File: src/rtl/ifetch_stage.sv
// Instruction-fetch stage with IF/ID pipeline register for the 5-stage RV32I core.
// Single outstanding imem request; a skid buffer absorbs a response that lands during a load-use stall.
module ifetch_stage #(
    parameter logic [31:0] RESET_PC  = 32'h0000_0000,
    parameter logic [31:0] NOP_INSTR = 32'h0000_0013
) (
    input  logic        clk,
    input  logic        rst_n,
    input  logic        load_use_stall,
    input  logic        redirect_valid,
    input  logic [31:0] redirect_pc,
    output logic        imem_req,
    output logic [31:0] imem_addr,
    input  logic        imem_rvalid,
    input  logic [31:0] imem_rdata,
    output logic        if_id_valid,
    output logic [31:0] if_id_pc,
    output logic [31:0] if_id_instr,
    output logic [4:0]  if_id_rs1,
    output logic [4:0]  if_id_rs2
);

    typedef enum logic [1:0] {
        FETCH     = 2'd0,
        WAIT_DROP = 2'd1,
        HOLD      = 2'd2
    } state_t;

    state_t      state_reg, state_next;
    logic [31:0] pc_reg, pc_next;
    logic [31:0] skid_reg, skid_next;
    logic [31:0] drop_addr_reg, drop_addr_next;
    logic        if_id_valid_reg, if_id_valid_next;
    logic [31:0] if_id_pc_reg, if_id_pc_next;
    logic [31:0] if_id_instr_reg, if_id_instr_next;
    logic [31:0] target_pc;
    logic [31:0] pc_plus4;

    assign target_pc = redirect_pc & 32'hFFFF_FFFC;
    assign pc_plus4  = pc_reg + 32'd4;

    always_ff @(posedge clk or negedge rst_n) begin
        if (!rst_n) begin
            state_reg       <= FETCH;
            pc_reg          <= RESET_PC;
            skid_reg        <= NOP_INSTR;
            drop_addr_reg   <= 32'h0;
            if_id_valid_reg <= 1'b0;
            if_id_pc_reg    <= 32'h0;
            if_id_instr_reg <= NOP_INSTR;
        end else begin
            state_reg       <= state_next;
            pc_reg          <= pc_next;
            skid_reg        <= skid_next;
            drop_addr_reg   <= drop_addr_next;
            if_id_valid_reg <= if_id_valid_next;
            if_id_pc_reg    <= if_id_pc_next;
            if_id_instr_reg <= if_id_instr_next;
        end
    end

    always_comb begin
        state_next       = state_reg;
        pc_next          = pc_reg;
        skid_next        = skid_reg;
        drop_addr_next   = drop_addr_reg;
        if_id_valid_next = if_id_valid_reg;
        if_id_pc_next    = if_id_pc_reg;
        if_id_instr_next = if_id_instr_reg;
        case (state_reg)
            FETCH: begin
                if (redirect_valid) begin
                    pc_next          = target_pc;
                    if_id_valid_next = 1'b0;
                    if (!imem_rvalid) begin
                        // The in-flight response must still be consumed before refetching.
                        drop_addr_next = pc_reg;
                        state_next     = WAIT_DROP;
                    end
                end else if (load_use_stall) begin
                    if (imem_rvalid) begin
                        skid_next  = imem_rdata;
                        state_next = HOLD;
                    end
                end else if (imem_rvalid) begin
                    if_id_valid_next = 1'b1;
                    if_id_pc_next    = pc_reg;
                    if_id_instr_next = imem_rdata;
                    pc_next          = pc_plus4;
                end else begin
                    if_id_valid_next = 1'b0;
                end
            end
            WAIT_DROP: begin
                if_id_valid_next = 1'b0;
                if (redirect_valid) begin
                    pc_next = target_pc;
                end
                if (imem_rvalid) begin
                    state_next = FETCH;
                end
            end
            HOLD: begin
                if (redirect_valid) begin
                    pc_next          = target_pc;
                    if_id_valid_next = 1'b0;
                    state_next       = FETCH;
                end else if (!load_use_stall) begin
                    if_id_valid_next = 1'b1;
                    if_id_pc_next    = pc_reg;
                    if_id_instr_next = skid_reg;
                    pc_next          = pc_plus4;
                    state_next       = FETCH;
                end
            end
            default: begin
                state_next = FETCH;
            end
        endcase
    end

    // Request is gated by rst_n so it drops immediately when reset asserts.
    assign imem_req    = rst_n && (state_reg != HOLD);
    assign imem_addr   = (state_reg == WAIT_DROP) ? drop_addr_reg : pc_reg;
    assign if_id_valid = if_id_valid_reg;
    assign if_id_pc    = if_id_pc_reg;
    assign if_id_instr = if_id_instr_reg;
    assign if_id_rs1   = if_id_instr_reg[19:15];
    assign if_id_rs2   = if_id_instr_reg[24:20];

endmodule

File: config.mk
export PLATFORM = sky130hd
export DESIGN_NAME = ifetch_stage
export DESIGN_NICKNAME = d
export VERILOG_FILES = /design/src/rtl/ifetch_stage.sv
export SDC_FILE = /design/constraint.sdc
export NUM_CORES = 1
export LEC_CHECK = 0
export CORE_MARGIN = 2
export CORE_UTILIZATION = 45
export CTS_CLUSTER_SIZE = 14
export DETAILED_ROUTE_END_ITERATION = 8
export PLACE_DENSITY = 0.83
export SETUP_SLACK_MARGIN = 0.3
export SYNTH_ARGS = -nofsm -noshare
export SYNTH_HDL_FRONTEND = slang
export SYNTH_SLANG_ARGS = --single-unit
File: constraint.sdc
create_clock -name clk -period 1.9 [get_ports clk]
set_input_delay 0.38 -clock clk [delete_from_list [all_inputs] [get_ports clk]]
set_output_delay 0.38 -clock clk [all_outputs]
set_load 0.02 [all_outputs]
==> run metrics <==
synthesized netlist cell count 668; startpoint-to-endpoint class of the critical path flop to flop; RSZ-0062 raised after global routing yes; yosys synthesis warning count 0; initial DRC count 883; Min Clock Period, post-route 2.30 ns; violated checks setup timing; ys flop type sky130_fd_sc_hd__dfrtp_1; hold crit path type input pin to async pin; All-Layer GR Usage 28.2%; number of synthesized flops with an enable pin 0; count of buffers from port buffering 170; sum of routed wire length over all layers 30400 um; summed instance area of the synthesized netlist 7520 um2; max-cap check violation count 0; Final Power 22700 uW; die height 133 um; CTS hold repair buffers 0; final-report max-slew violation count 0; sequential element share of the synthesized area 52.3%; clock latency reported for the late side of the worst-skew pair 0.43 ns; Antenna Violating Nets Remaining 0; Worst Tran Pin Value 0.682 ns; Logic pwr share 57.3%; clock network fraction of design power 14.7%; gp weighted congestion 0.888; capture point of the worst reg-to-reg path pc_reg[10]$_DFFE_PN0P_; Max Clock Skew 0.0104 ns; CTS sink cnt 157; critical path startpoint category flop; worst endpoint required time 2.18 ns; Avg Cell Area, Syn 11.3 um2; number of library cell types mapped by synthesis 52; number of diodes added for antenna fixing 0; internal power 13600 uW; maximum number of pins on one net before global-route repair 113; total setup violations reported at the end of the flow 168; Switch Pwr 9170 uW; r2r setup slk -0.40 ns; Final HPWL DP 13400 um; total count of hold-check failures in the final report 0; area of all sequential standard cells 3940 um2; Num CTS Buffers 17; via total after detailed routing 7360; status finished with violations; Max Freq 435 MHz; post-route setup slack -0.398 ns; global-route wire length before repair 38600 um; maximum vdd ir drop 0.000855 V; area of the core 16500 um2; routed length per instance 25.5 um; die width 133 um; CTS tree done; Vias/cell 6.18; total power divided by cell area 1790 nW/um2; r2r worst-path depth 14; total iterations of the first detailed-routing run 6; register bit count reported by yosys 157; count of boundary I/O pins 177; starting utilization of the core area 45.7%; site row count 47; number of buffers between clock root and the deepest sink 2; total area of multi-input combinational cells 4000 um2; relative slew slack 54.5%; Remaining DRCs 0; Async SR Flop Fraction 100%; worst path arrival time 2.58 ns; source of the worst register-to-register timing path state_reg[1]$_DFFE_PN0P_; switching power as a share of total power 40.3%; number of global-route vias before repair 6780; share of cells above drive strength 1 47.2%; number of H-tree levels 4; sum of negative setup slack -36.54 ns; sort of element at the end of the critical path flop; clock transition at the register clock pins on the worst setup and hold paths after CTS 0.06 ns; maximum fanout encountered on the critical timing path 7; Final nets 1031; Die ar. 17800 um2; cell at the root of the clock tree sky130_fd_sc_hd__clkbuf_16; Synth-to-Final Area Change 69.1%; total congestion overflow 0; period utilisation layout 121%; leakage dissipation 0.00591 uW; antenna violations before repair 0; fill cell total of the finished layout 848; portion of total power attributed to sequential cells 28.0%
[cell type report]
class	count	area share (%)
Sequential cell	157	30.9
Clock inverter	10	0.688
Clock buffer	22	3.73
Inverter	8	0.275
Multi-Input combinational cell	444	31.4
Tap cell	220	2.16
Timing Repair Buffer	329	30.8
[metrics by stage]
step | utilization [%] | cell area [um2] | setup WS [ns] | hold WS [ns] | cells
2_1_floorplan | - | 7840 | 0.0918 | 0.0844 | 671
6_report | 77.3 | 12700 | -0.398 | 0.0251 | 1190
4_1_cts | 71.7 | 11800 | -0.299 | 0.118 | 1155
3_3_place_gp | 60.5 | 9970 | -0.220 | 0.460 | 1068
5_1_grt | 77.3 | 12700 | -0.400 | 0.137 | 1190
3_5_place_dp | 60.5 | 9970 | -0.240 | 0.468 | 1068
[synth_stat cells, types with 4 or more instances]
| cell type | number | area (um2) |
|---|---|---|
| sky130_fd_sc_hd__mux2_2 | 112 | 1260 |
| sky130_fd_sc_hd__a311oi_1 | 4 | 35.0 |
| sky130_fd_sc_hd__nand3_1 | 11 | 55.1 |
| sky130_fd_sc_hd__a22oi_1 | 5 | 37.5 |
| sky130_fd_sc_hd__nor2b_1 | 4 | 25.0 |
| sky130_fd_sc_hd__dfrtp_1 | 151 | 3780 |
| sky130_fd_sc_hd__inv_1 | 8 | 30.0 |
| sky130_fd_sc_hd__o21ai_0 | 67 | 335 |
| sky130_fd_sc_hd__clkbuf_1 | 21 | 78.8 |
| sky130_fd_sc_hd__mux2i_1 | 37 | 370 |
| sky130_fd_sc_hd__buf_4 | 16 | 120 |
| sky130_fd_sc_hd__nor2_1 | 22 | 82.6 |
| sky130_fd_sc_hd__nand4_1 | 8 | 50.1 |
| sky130_fd_sc_hd__nand2_1 | 67 | 251 |
| sky130_fd_sc_hd__o31ai_1 | 5 | 37.5 |
| sky130_fd_sc_hd__a21oi_1 | 35 | 175 |
| sky130_fd_sc_hd__dfstp_2 | 6 | 158 |
| sky130_fd_sc_hd__or3_1 | 4 | 25.0 |
| sky130_fd_sc_hd__ha_1 | 5 | 62.6 |
| sky130_fd_sc_hd__o22ai_1 | 10 | 62.6 |
| sky130_fd_sc_hd__buf_2 | 18 | 90.1 |
| sky130_fd_sc_hd__buf_1 | 6 | 22.5 |
[cells in the final DEF (no fill, tap or decap), types with 29 or more instances in the layout]
master	instances
sky130_fd_sc_hd__mux2_4	29
sky130_fd_sc_hd__clkdlybuf4s50_1	65
sky130_fd_sc_hd__buf_6	66
sky130_fd_sc_hd__dlygate4sd2_1	40
sky130_fd_sc_hd__mux2i_1	36
sky130_fd_sc_hd__dfrtp_1	151
sky130_fd_sc_hd__nand2_1	50
sky130_fd_sc_hd__dlymetal6s2s_1	30
sky130_fd_sc_hd__o21ai_1	29
sky130_fd_sc_hd__buf_4	74
sky130_fd_sc_hd__mux2_2	83
[power by group through the flow]
stage,registers [uW],logic (uW),clock network [uW]
floorplan,6700,5020,0
global placement,6060,9310,0
finish,6370,13000,3340
CTS,6130,11100,3310
global route,6510,13500,3500
detailed placement,6150,9510,0
[worst max path at each step]
| stage | endpoint | startpoint | slack, ns |
|---|---|---|---|
| 2_1_floorplan | if_id_instr[19]$_DFFE_PN0P_ | state_reg[0]$_DFFE_PN0P_ | 0.09 |
| 3_3_place_gp | imem_addr[31] | state_reg[1]$_DFFE_PN0P_ | -0.22 |
| 3_5_place_dp | if_id_pc[7]$_DFFE_PN0P_ | redirect_valid | -0.24 |
| 4_1_cts | pc_reg[21]$_DFFE_PN0P_ | state_reg[0]$_DFFE_PN0P_ | -0.30 |
| 5_1_grt | pc_reg[18]$_DFFE_PN0P_ | state_reg[1]$_DFFE_PN0P_ | -0.40 |
| 6_report | pc_reg[10]$_DFFE_PN0P_ | state_reg[1]$_DFFE_PN0P_ | -0.40 |
[repair_timing]
action,CTS,global route
endpoints found under the setup margin,260,218
setup buffers,35,26
gates cloned,20,9
resized for setup,365,148
pin swaps,34,44
[cells by family after synthesis]
logic type,count (synthesis),share of synthesized area (%)
AOI/OAI and AO/OA,147,11.6
adders and majority gates,5,0.831
buffers and inverters,70,4.69
DFF,157,52.3
muxes,149,21.7
other,1,0.0498
and+or+nand+nor,139,8.85
[critical path, cell delays in order, from the launching register on]
cell	delay, ns
sky130_fd_sc_hd__dfrtp_1	0.37
sky130_fd_sc_hd__inv_2	0.07
sky130_fd_sc_hd__ha_4	0.19
sky130_fd_sc_hd__buf_12	0.13
sky130_fd_sc_hd__buf_16	0.14
sky130_fd_sc_hd__buf_6	0.12
sky130_fd_sc_hd__buf_6	0.11
sky130_fd_sc_hd__buf_6	0.11
sky130_fd_sc_hd__nor2_4	0.09
sky130_fd_sc_hd__buf_12	0.16
sky130_fd_sc_hd__nand3_4	0.10
sky130_fd_sc_hd__buf_6	0.14
sky130_fd_sc_hd__buf_6	0.11
sky130_fd_sc_hd__o22ai_2	0.14
sky130_fd_sc_hd__a22oi_1	0.16
[layer usage]
metal | GRT usage (%) | vias up | wire length (um)
met5 | 0 | - | 0
met4 | 12.2 | 0 | 1940
met3 | 4.83 | 181 | 2720
met2 | 47.5 | 567 | 14900
met1 | 35.9 | 3614 | 10800
li1 | - | 2998 | -
Note: power is estimated with default switching activity, not from simulation.
